<file path="config.mk">
export PLATFORM = sky130hd
export DESIGN_NAME = pipe_skid_stage
export DESIGN_NICKNAME = d
export VERILOG_FILES = /design/src/rtl/pipe_pkg.sv /design/src/rtl/pipe_data_reg.sv /design/src/rtl/pipe_skid_stage.sv
export SDC_FILE = /design/constraint.sdc
export NUM_CORES = 1
export LEC_CHECK = 0
export ABC_AREA = 1
export BUFFER_PORTS_ARGS = -buffer_cell sky130_fd_sc_hd__buf_2
export CAP_MARGIN = 20
export CORE_UTILIZATION = 41
export DETAILED_ROUTE_END_ITERATION = 6
export PLACE_DENSITY = 0.62
export SYNTH_ARGS = -nofsm -noshare
export SYNTH_HDL_FRONTEND = slang
export SYNTH_SLANG_ARGS = --single-unit
</file>
<file path="constraint.sdc">
create_clock -name clk_i -period 1.4 [get_ports clk_i]
set_clock_uncertainty 0.1 [all_clocks]
set_input_delay 0.07 -clock clk_i [delete_from_list [all_inputs] [get_ports clk_i]]
set_output_delay 0.07 -clock clk_i [all_outputs]
set_load 0.03 [all_outputs]
</file>
<file path="src/rtl/pipe_pkg.sv">
// Shared definitions for the skid-buffered pipeline stage.
package pipe_pkg;

  typedef enum logic [1:0] {
    EMPTY = 2'b00,
    ONE   = 2'b01,
    TWO   = 2'b10
  } skid_state_t;

  // Reset payload bit, replicated to the payload width by users
  localparam logic RST_PAYLOAD_BIT = 1'b0;

endpackage

</file>
<file path="src/rtl/pipe_data_reg.sv">
// Load-enable payload register with synchronous active-high reset to the reset payload.
module pipe_data_reg
  import pipe_pkg::*;
#(
  parameter int unsigned W = 32
) (
  input  logic         clk_i,
  input  logic         rst_i,
  input  logic         en_i,
  input  logic [W-1:0] d_i,
  output logic [W-1:0] q_o
);

  always_ff @(posedge clk_i) begin
    if (rst_i) begin
      q_o <= {W{RST_PAYLOAD_BIT}};
    end else if (en_i) begin
      q_o <= d_i;
    end
  end

endmodule

</file>
<file path="src/rtl/pipe_skid_stage.sv">
// Elastic valid/ready stage with a 2-entry skid buffer; ready is registered, never combinational.
// Optional stall counter enabled by defining PIPE_SKID_STALL_CNT_EN.
module pipe_skid_stage
  import pipe_pkg::*;
#(
  parameter int unsigned W  = 32
`ifdef PIPE_SKID_STALL_CNT_EN
  ,
  parameter int unsigned CW = 16
`endif
) (
  input  logic          clk_i,
  input  logic          rst_i,
  input  logic          flush_i,
  input  logic          in_valid_i,
  output logic          in_ready_o,
  input  logic [W-1:0]  in_data_i,
  output logic          out_valid_o,
  input  logic          out_ready_i,
  output logic [W-1:0]  out_data_o
`ifdef PIPE_SKID_STALL_CNT_EN
  ,
  output logic [CW-1:0] stall_cnt_o
`endif
);

  skid_state_t  state_q, state_d;
  logic         in_ready_q, out_valid_q;
  logic         in_fire_c, out_fire_c;
  logic         main_en_c, skid_en_c, main_from_skid_c;
  logic [W-1:0] main_d, skid_q;

  assign in_fire_c  = in_valid_i & in_ready_q;
  assign out_fire_c = out_valid_q & out_ready_i;

  // Next state and data-register load control
  always_comb begin
    state_d          = state_q;
    main_en_c        = 1'b0;
    skid_en_c        = 1'b0;
    main_from_skid_c = 1'b0;
    case (state_q)
      EMPTY: begin
        if (in_fire_c) begin
          state_d   = ONE;
          main_en_c = 1'b1;
        end
      end
      ONE: begin
        if (in_fire_c && out_fire_c) begin
          main_en_c = 1'b1;
        end else if (in_fire_c) begin
          state_d   = TWO;
          skid_en_c = 1'b1;
        end else if (out_fire_c) begin
          state_d = EMPTY;
        end
      end
      TWO: begin
        if (out_fire_c) begin
          state_d          = ONE;
          main_en_c        = 1'b1;
          main_from_skid_c = 1'b1;
        end
      end
      default: state_d = EMPTY;
    endcase
    if (flush_i) begin
      state_d = EMPTY;
    end
  end

  assign main_d = main_from_skid_c ? skid_q : in_data_i;

  // Handshake flags are registered from the next state so they come straight off flops
  always_ff @(posedge clk_i) begin
    if (rst_i) begin
      state_q     <= EMPTY;
      in_ready_q  <= 1'b1;
      out_valid_q <= 1'b0;
    end else begin
      state_q     <= state_d;
      in_ready_q  <= (state_d != TWO);
      out_valid_q <= (state_d != EMPTY);
    end
  end

  assign in_ready_o  = in_ready_q;
  assign out_valid_o = out_valid_q;

  pipe_data_reg #(.W(W)) u_main_reg (
    .clk_i (clk_i),
    .rst_i (rst_i),
    .en_i  (main_en_c),
    .d_i   (main_d),
    .q_o   (out_data_o)
  );

  pipe_data_reg #(.W(W)) u_skid_reg (
    .clk_i (clk_i),
    .rst_i (rst_i),
    .en_i  (skid_en_c),
    .d_i   (in_data_i),
    .q_o   (skid_q)
  );

`ifdef PIPE_SKID_STALL_CNT_EN
  logic [CW-1:0] stall_cnt_q;

  // Saturating count of cycles the downstream refuses a valid payload; survives flush
  always_ff @(posedge clk_i) begin
    if (rst_i) begin
      stall_cnt_q <= '0;
    end else if (out_valid_q && !out_ready_i && (stall_cnt_q != {CW{1'b1}})) begin
      stall_cnt_q <= stall_cnt_q + CW'(1);
    end
  end

  assign stall_cnt_o = stall_cnt_q;
`endif

endmodule

</file>
==> results.sh, run 1 <==
export IMPL_synth_flop_cell="dfxtp_1"
export IMPL_synth_cell_type_count=18
export IMPL_drc=0
export IMPL_status="completed"
export IMPL_ys_top_cells_by_count="133 x nand2_1, 129 x nor2_1, 68 x dfxtp_1, 36 x inv_1, 35 x nand3_1"
export IMPL_grt_overflow_total=0
export IMPL_p_leak_uw=0.002260
export IMPL_die_y_um=88.22
export IMPL_fillers=719
export IMPL_wl_per_cell_um=11.31
export IMPL_switching_share_pct=29.77
export IMPL_netlist_instances=474
export IMPL_startpoint_type="flip-flop"
export IMPL_max_vdd_ir_drop_v=0.0005394
export IMPL_grt_max_degree=48
export IMPL_pwr_share_comb_pct=20.1
export IMPL_p_switching_uw=1313
export IMPL_hold_slack_ns=0.05268
export IMPL_syn_to_final_growth_pct=41.01
export IMPL_ant_nets=0
export IMPL_final_util_pct=59.57
export IMPL_setup_viol=0
export IMPL_cts_tree="done"
export IMPL_htree_levels=3
export IMPL_grt_pass1_wl_mm=12.12
export IMPL_dpl_cell_area_um2=3556
export IMPL_finalNonFillerCells=686
export IMPL_die_w_um=88.22
export IMPL_worst_slew_pin_slew_ns=0.2085
export IMPL_routabilityCongestion=0.7413
export IMPL_clock_latency_ns=0.33
export IMPL_max_clock_path_buffers=2
export IMPL_first_global_vias=2750
export IMPL_synth_top_area_share_pct=44.66
export IMPL_num_vias=3103
export IMPL_synth_most_common_cell="nand2_1"
export IMPL_root_buffer="clkbuf_8"
export IMPL_clock_fmax_mhz=727.0
export IMPL_dp_hpwl_mm=4.453
export IMPL_cp_max_fo=10
export IMPL_nets=619
export IMPL_initial_core_util_pct=42.25
export IMPL_synth_area_um2=3048
export IMPL_yosys_area_top_type="dfxtp_1"
export IMPL_async_flop_share_pct=0
export IMPL_first_iter_violations=145
export IMPL_dr_pass1_iters=4
export IMPL_antenna_cells=0
export IMPL_arrival_ns=1.55
export IMPL_synth_seq_cells=68
export IMPL_grt_usage_pct=20.01
export IMPL_syn_num_nets=511
export IMPL_numCtsBuffers=9
export IMPL_clockPowerShare_pct=32.0
export IMPL_holdCritPathClass="input pin to flip-flop"
export IMPL_clock_sinks=68
export IMPL_dp_cells=631
export IMPL_clk_pin_slew_ns=0.07
export IMPL_design_core_area_um2=7214
export IMPL_min_period_ns=1.375
export IMPL_power_internal_uw=3097
export IMPL_required_ns=1.57
export IMPL_drive_gt1_share_pct=25.04
export IMPL_design_area_um2=4298
export IMPL_max_slew_margin_rel_pct=85.95
export IMPL_io_pins=71
export IMPL_tns_ns=0
export IMPL_yosysSeqAreaShare_pct=44.66
export IMPL_synth_edf_count=0
export IMPL_slew_viol_final=0
export IMPL_io_buffers=70
export IMPL_seqPwrFrac_pct=47.8
export IMPL_synth_area_leaders="dfxtp_1 45%, nand2_1 16%, nor2_1 16%"
export IMPL_cellPowerDensity_nw_per_um2=1026
export IMPL_crit_type="flip-flop to flip-flop"
export IMPL_finalHoldViolCount=0
export IMPL_cap_violations=0
export IMPL_std_cell_rows=31
export IMPL_avgViaCountPerCell=4.523
export IMPL_drt_total_wl_mm=7.758
export IMPL_post_route_period_util_pct=98.25
export IMPL_yosysWarningCount=0
export IMPL_antenna_found_initial=0
export IMPL_avgSynthCellArea_um2=6.430
export IMPL_end_kind="flip-flop"
export IMPL_die_area_um2=7783
export IMPL_rsz0062_at_grt="yes"
[through the flow]
stage               power, µW  setup slack (ns)
global placement         2866        -0.0001087
finish                   4410           0.02454
global route             4656          -0.06182
CTS                      4369           0.01265
detailed placement       2874          -0.01851
floorplan                2637           0.03021
[power groups by stage]
| stage | clock, µW | sequential, µW | combinational (µW) |
|---|---|---|---|
| finish | 1410 | 2110 | 888 |
| global route | 1550 | 2120 | 983 |
| CTS | 1460 | 2110 | 801 |
| detailed placement | 0 | 2150 | 722 |
| global placement | 0 | 2150 | 718 |
| floorplan | 0 | 2310 | 327 |
[kinds of logic after synthesis]
group / after synthesis / synth area share, %
AND/OR/NAND/NOR: 304 / 39.74
flip-flops: 68 / 44.66
buffers and inverters: 67 / 9.852
AO/OA/AOI/OAI: 35 / 5.747
[registers in the layout, summed over array words and instances (netlist names)]
signal,count
u_main_reg.q_o,32
u_skid_reg.q_o,32
state_q,2
in_ready_o,1
out_valid_o,1
[final timing paths]
| kind | from | endpoint | slack (ns) | depth (start not counted) |
|---|---|---|---|---|
| worst min register to register | u_skid_reg.q_o[30]$_SDFFE_PP0P_ | u_skid_reg.q_o[30]$_SDFFE_PP0P_ | 0.40 | 2 |
| worst max register to register | state_q[1]$_SDFF_PP0_ | u_main_reg.q_o[16]$_SDFFE_PP0P_ | 0.02 | 9 |
| worst min-delay path | out_ready_i | in_ready_o$_SDFF_PP1_ | 0.05 | 5 |
| worst max-delay path | state_q[1]$_SDFF_PP0_ | u_main_reg.q_o[16]$_SDFFE_PP0P_ | 0.02 | 9 |
[layout make-up]
type                            instances  area [µm²]  area share, %
Clock buffer                           11       141.4          3.290
Clock inverter                          5       26.28         0.6114
Inverter                               39       148.9          3.464
Multi-Input combinational cell        339        1503          34.96
Sequential cell                        68        1369          31.85
Tap cell                               99       123.9          2.882
Timing Repair Buffer                  125       985.9          22.94
[critical path, cell delays in order (launching register included)]
cell,delay [ns]
dfxtp_2,0.36
inv_4,0.05
nor2_4,0.12
nand2_4,0.10
nand2_4,0.09
nand2_8,0.10
clkbuf_16,0.19
nand2_1,0.05
nand2_1,0.04
nor2_1,0.10
[layer usage]
metal	up-vias	global-route usage, %	share of wire (%)
li1	1660	-	-
met1	1351	25.71	50
met2	82	32.80	45
met3	10	3.731	3.8
met4	0	8.944	1.2
met5	-	0	0
[repair_timing]
item,in CTS,in global routing
gates cloned,0,3
setup buffers,0,2
hold buffers,34,0
endpoints found under the setup margin,29,43
endpoints found under the hold margin,66,0
pin swaps,0,3
resized for setup,4,41
[placed cells by master (no fill, tap or decap), types with 3 or more instances in the layout]
master	n
nand2_2	7
dfxtp_2	3
o21ai_0	28
buf_4	9
buf_12	5
clkinv_2	4
inv_2	3
dlygate4sd3_1	34
clkbuf_8	10
nor2_4	5
inv_1	35
nor2_1	110
o21ai_1	5
nor2_2	16
dfxtp_1	64
buf_2	70
nand2_4	4
nand2_1	125
clkbuf_16	3
nand3_1	35
Power figures use the tool's default switching activity.
==> run 2: changes to the inputs <==
--- a/config.mk
+++ b/config.mk
@@ -8,9 +8,9 @@
 export ABC_AREA = 1
 export BUFFER_PORTS_ARGS = -buffer_cell sky130_fd_sc_hd__buf_2
 export CAP_MARGIN = 20
-export CORE_UTILIZATION = 41
+export CORE_UTILIZATION = 53
 export DETAILED_ROUTE_END_ITERATION = 6
-export PLACE_DENSITY = 0.62
+export PLACE_DENSITY = 0.77
 export SYNTH_ARGS = -nofsm -noshare
 export SYNTH_HDL_FRONTEND = slang
 export SYNTH_SLANG_ARGS = --single-unit
==> run 2 against run 1 <==
  * Fmax decreased by 4.2%
  * Via count increased by 4.2%
  * Die area down 22%
  * Critical path type unchanged
  * Largest cell class unchanged
  * Sequential share of layout area shrank 0.071 points
  * Combinational power rose by 0.8%
  * Setup slack got worse by 0.061 ns
  * First-iteration DRC count up 81%
  * Global-route usage grew 6.5 points
  * Sequential cell count unchanged
  * The run now ends with setup timing left
==> results.sh, run 2 (synthesis results as in run 1) <==
export IMPL_cp_max_fo=12
export IMPL_multiInputGateArea_um2=1523
export IMPL_grt_overflow_total=0
export IMPL_antenna_cells=0
export IMPL_post_route_period_util_pct=102.6
export IMPL_numCtsBuffers=9
export IMPL_required_ns=1.54
export IMPL_grt_max_degree=38
export IMPL_std_cell_rows=27
export IMPL_slowest_delay_ns=0.36
export IMPL_dp_slack_ns=-0.05506
export IMPL_clk_pin_slew_ns=0.07
export IMPL_dp_cells=605
export IMPL_first_global_vias=2963
export IMPL_avgViaCountPerCell=4.891
export IMPL_first_iter_violations=263
export IMPL_startpoint_type="flip-flop"
export IMPL_root_buffer="clkbuf_8"
export IMPL_max_clock_path_buffers=2
export IMPL_holdCritPathClass="input pin to flip-flop"
export IMPL_arrival_ns=1.58
export IMPL_die_w_um=77.84
export IMPL_mostFrequentLayoutCells="117 x nor2_1, 114 x nand2_1, 70 x buf_2, 64 x dfxtp_1"
export IMPL_max_slew_margin_rel_pct=75.48
export IMPL_p_leak_uw=0.002277
export IMPL_tns_ns=-0.03625
export IMPL_crit_type="flip-flop to flip-flop"
export IMPL_num_vias=3233
export IMPL_finalHoldViolCount=0
export IMPL_cap_violations=0
export IMPL_cellPowerDensity_nw_per_um2=1093
export IMPL_dr_pass1_iters=4
export IMPL_initial_core_util_pct=55.01
export IMPL_die_area_um2=6058
export IMPL_seq_area_um2=1371
export IMPL_max_vdd_ir_drop_v=0.0006778
export IMPL_setup_viol=1
export IMPL_layout_commonest_cell="nor2_1"
export IMPL_wl_per_cell_um=12.14
export IMPL_grt_pass1_wl_mm=12.69
export IMPL_fillers=413
export IMPL_min_period_ns=1.436
export IMPL_end_kind="flip-flop"
export IMPL_die_y_um=77.84
export IMPL_clock_fmax_mhz=696.3
export IMPL_clock_sinks=68
export IMPL_grt_usage_pct=26.49
export IMPL_design_core_area_um2=5540
export IMPL_slew_viol_final=0
export IMPL_cp_top_family="simple AND/OR/NAND/NOR gates"
export IMPL_htree_levels=3
export IMPL_cts_tree="done"
export IMPL_violations="setup timing"
export IMPL_critPathBufInv=2
export IMPL_ant_nets=0
export IMPL_cpMaxStageDelayCell="dfxtp_4"
export IMPL_io_pins=71
export IMPL_antenna_found_initial=0
export IMPL_crit_chain="inv_4 -> nor2_4 -> nand2_4 -> nand2_4 -> nand2_8 -> clkbuf_16 -> nor2_1 -> nor2_1"
export IMPL_status="complete, but fails checks"
export IMPL_final_setup_worst_slack_ns=-0.03625
export IMPL_reg_largest_list="u_main_reg.q_o x32, u_skid_reg.q_o x32, state_q x2"
export IMPL_clock_latency_ns=0.35
export IMPL_syn_to_final_growth_pct=41.58
export IMPL_drive_gt1_share_pct=25.64
export IMPL_io_buffers=70
export IMPL_routabilityCongestion=0.7585
export IMPL_dp_hpwl_mm=4.458
export IMPL_finalNonFillerCells=661
export IMPL_worst_slew_pin_slew_ns=0.3677
export IMPL_rsz0062_at_grt="yes"
export IMPL_drt_total_wl_mm=8.025
export IMPL_nets=621
export IMPL_drc=0
==> run 2: per-stage QoR <==
stage	util (%)	hold WS, ns	instance area, µm²	total power, µW
2_1_floorplan	-	0.03270	3053	2637
5_1_grt	77.89	0.04620	4315	4887
3_3_place_gp	63.26	0.1629	3505	2844
4_1_cts	73.26	0.02686	4059	4604
3_5_place_dp	63.26	0.1742	3505	2857
6_report	77.89	0.008120	4315	4716
==> run 2: worst reg2reg max path, delay by kind of cell (launching register included) <==
kind,cells,cell delay (ns)
DFF,1,0.36
and+or+nand+nor,6,0.63
buffers and inverters,2,0.24
==> run 2: layer usage <==
layer / up-vias / global-route usage [%] / routed length (µm)
met2: 104 / 45.66 / 3927
met4: 0 / 14.53 / 195
met1: 1452 / 31.11 / 3489
met3: 16 / 4.471 / 413
met5: - / 0 / 0
li1: 1661 / - / -
==> run 2: report_power, final <==
part	leakage (µW)	switching [µW]	internal, µW
logic	0.00161	534	361
registers	0.000560	62.0	2050
clock network	0.000104	734	973
total	0.00228	1330	3390
==> run 2: final timing paths <==
kind,from,endpoint,slack [ns],depth (start not counted)
setup / recovery,state_q[1]$_SDFF_PP0_,u_main_reg.q_o[14]$_SDFFE_PP0P_,-0.04,8
hold / removal,in_valid_i,state_q[0]$_SDFF_PP0_,0.008,4
setup reg to reg,state_q[1]$_SDFF_PP0_,u_main_reg.q_o[14]$_SDFFE_PP0P_,-0.04,8
hold reg to reg,u_main_reg.q_o[16]$_SDFFE_PP0P_,u_main_reg.q_o[16]$_SDFFE_PP0P_,0.41,4
==> run 2: cell type report <==
type	instances	area share [%]
Sequential cell	68	31.78
Multi-Input combinational cell	339	35.29
Timing Repair Buffer	127	22.56
Clock inverter	1	0.6959
Inverter	39	3.508
Tap cell	72	2.088
Clock buffer	15	4.088
==> run 2: timing repair <==
| item | 4_1_cts | 5_1_grt |
|---|---|---|
| endpoints found under the setup margin | 47 | 64 |
| cloned | 0 | 3 |
| pin swaps | 0 | 10 |
| buffers inserted | 0 | 3 |
| endpoints found under the hold margin | 67 | 0 |
| gates resized for setup | 3 | 49 |
| hold buffers | 34 | 0 |
==> run 3: changes to the inputs <==
--- a/config.mk
+++ b/config.mk
@@ -8,7 +8,9 @@
 export ABC_AREA = 1
 export BUFFER_PORTS_ARGS = -buffer_cell sky130_fd_sc_hd__buf_2
 export CAP_MARGIN = 20
-export CORE_UTILIZATION = 53
+export CELL_PAD_IN_SITES_DETAIL_PLACEMENT = 0
+export CELL_PAD_IN_SITES_GLOBAL_PLACEMENT = 1
+export CORE_UTILIZATION = 37
 export DETAILED_ROUTE_END_ITERATION = 6
 export PLACE_DENSITY = 0.77
 export SYNTH_ARGS = -nofsm -noshare
==> run 3 against run 2 <==
  * The flow now finishes without violations
  * Cell count rose by 3.8%
  * Register-to-register slack gained 0.10 ns
  * Sequential share of layout area grew 0.17 points
  * Power is essentially flat
  * Fmax is 7.5% higher
  * Combinational power is 5.1% lower
  * Sequential cell count unchanged
  * Global-route usage is 7.5 points lower
==> results.sh, run 3 (synthesis results as in run 1) <==
export IMPL_cts_tree="done"
export IMPL_grt_overflow_total=0
export IMPL_setup_viol=0
export IMPL_min_period_ns=1.336
export IMPL_crit_path_start="in_ready_o$_SDFF_PP1_"
export IMPL_die_w_um=92.76
export IMPL_clk_pin_slew_ns=0.07
export IMPL_holdCritPathClass="input pin to flip-flop"
export IMPL_cellPowerDensity_nw_per_um2=1102
export IMPL_dp_hpwl_mm=4.650
export IMPL_io_pins=71
export IMPL_antenna_found_initial=0
export IMPL_first_iter_violations=120
export IMPL_min_path_cells=4
export IMPL_reg2reg_depth=8
export IMPL_root_buffer="clkbuf_8"
export IMPL_required_ns=1.53
export IMPL_antenna_cells=0
export IMPL_crit_type="flip-flop to flip-flop"
export IMPL_clock_fmax_mhz=748.5
export IMPL_drive_gt1_share_pct=22.60
export IMPL_first_global_vias=2874
export IMPL_grt_max_degree=66
export IMPL_whs_endpoint="state_q[0]$_SDFF_PP0_"
export IMPL_finalNonFillerCells=686
export IMPL_htree_levels=3
export IMPL_ant_nets=0
export IMPL_dpl_cell_area_um2=3560
export IMPL_std_cell_rows=32
export IMPL_drc=0
export IMPL_min_from="in_valid_i"
export IMPL_syn_to_final_growth_pct=40.56
export IMPL_fillers=807
export IMPL_slew_viol_final=0
export IMPL_io_buffers=70
export IMPL_avgViaCountPerCell=4.429
export IMPL_drt_total_wl_mm=8.009
export IMPL_num_vias=3038
export IMPL_reg2reg_to="u_skid_reg.q_o[6]$_SDFFE_PP0P_"
export IMPL_startpoint_type="flip-flop"
export IMPL_die_y_um=92.76
export IMPL_wl_per_cell_um=11.67
export IMPL_status="completed"
export IMPL_design_core_area_um2=7848
export IMPL_initial_core_util_pct=38.84
export IMPL_max_clock_path_buffers=2
export IMPL_end_kind="flip-flop"
export IMPL_worst_slew_pin_slew_ns=0.2872
export IMPL_finalHoldViolCount=0
export IMPL_die_area_um2=8604
export IMPL_final_util_pct=54.59
export IMPL_cp_max_fo=13
export IMPL_max_vdd_ir_drop_v=0.0004747
export IMPL_dp_cells=634
export IMPL_mostFrequentLayoutCells="127 x nand2_1, 122 x nor2_1, 70 x buf_2, 64 x dfxtp_1, 35 x nand3_1"
export IMPL_grt_usage_pct=19.02
export IMPL_p_leak_uw=0.002263
export IMPL_cap_violations=0
export IMPL_post_route_period_util_pct=95.43
export IMPL_numCtsBuffers=9
export IMPL_reg_largest_list="u_main_reg.q_o x32, u_skid_reg.q_o x32, state_q x2"
export IMPL_r2r_setup_slack_ns=0.06
export IMPL_max_slew_margin_rel_pct=80.85
export IMPL_timing_rr_start="in_ready_o$_SDFF_PP1_"
export IMPL_clock_sinks=68
export IMPL_design_area_um2=4284
export IMPL_layout_commonest_cell="nand2_1"
export IMPL_grt_pass1_wl_mm=13.08
export IMPL_routabilityCongestion=0.7729
export IMPL_rsz0062_at_grt="yes"
export IMPL_nets=617
export IMPL_clock_latency_ns=0.34
export IMPL_dr_pass1_iters=5
export IMPL_arrival_ns=1.47
-- run 3: what timing repair did --
item | 4_1_cts | 5_1_grt
buffers inserted | 0 | 0
endpoints found under the setup margin | 0 | 64
endpoints found under the hold margin | 68 | 0
gates resized for setup | 0 | 28
hold buffers | 34 | 0
-- run 3: how the worst max path moves through the flow --
stage / end / slack [ns] / cells past startpoint
2_1_floorplan: u_main_reg.q_o[0]$_SDFFE_PP0P_ / 0.03 / 8
3_3_place_gp: u_main_reg.q_o[13]$_SDFFE_PP0P_ / 0.05 / 8
3_5_place_dp: u_skid_reg.q_o[13]$_SDFFE_PP0P_ / 0.02 / 6
4_1_cts: u_skid_reg.q_o[13]$_SDFFE_PP0P_ / 0.01 / 6
5_1_grt: u_main_reg.q_o[21]$_SDFFE_PP0P_ / -0.008 / 9
6_report: u_skid_reg.q_o[6]$_SDFFE_PP0P_ / 0.06 / 8
-- run 3: worst max-delay path: stages (launching register included) --
cell,delay [ns]
dfxtp_2,0.33
nand2_2,0.06
inv_2,0.07
nand2_4,0.07
nor2_4,0.19
inv_4,0.08
clkbuf_16,0.18
nor2_1,0.10
nor2_1,0.05
-- run 3: where the power goes --
| group | switching, µW | internal, µW |
|---|---|---|
| clock network | 745 | 1020 |
| logic | 506 | 343 |
| registers | 55.9 | 2050 |
-- run 3: area by class of cell --
cell class | instances | area [µm²] | share of cell area (%)
inverter | 39 | 151.4 | 3.534
clock inverter | 3 | 42.54 | 0.9930
clock buffer | 12 | 176.4 | 4.118
tap | 102 | 127.6 | 2.979
timing repair buffer | 123 | 959.7 | 22.40
multi-input combinational | 339 | 1458 | 34.02
sequential | 68 | 1369 | 31.95
-- run 3: stage by stage --
stage / total power (µW) / hold WS (ns) / setup TNS [ns] / worst slack [ns]
6_report: 4720 / 0.03333 / 0 / 0.06392
3_5_place_dp: 2871 / 0.1750 / 0 / 0.02279
3_3_place_gp: 2865 / 0.1759 / 0 / 0.05142
4_1_cts: 4726 / 0.03282 / 0 / 0.009983
5_1_grt: 4974 / 0.05676 / -0.01364 / -0.007935
2_1_floorplan: 2637 / 0.03270 / 0 / 0.03021
-- run 3: per-layer routing --
metal | share of wire (%) | routed length, µm | vias up | GRT usage (%)
li1 | - | - | 1646 | -
met1 | 49 | 3945 | 1333 | 24.06
met2 | 46 | 3695 | 54 | 31.62
met3 | 3.6 | 290 | 5 | 3.202
met4 | 0.97 | 78 | 0 | 8.462
met5 | 0 | 0 | - | 0
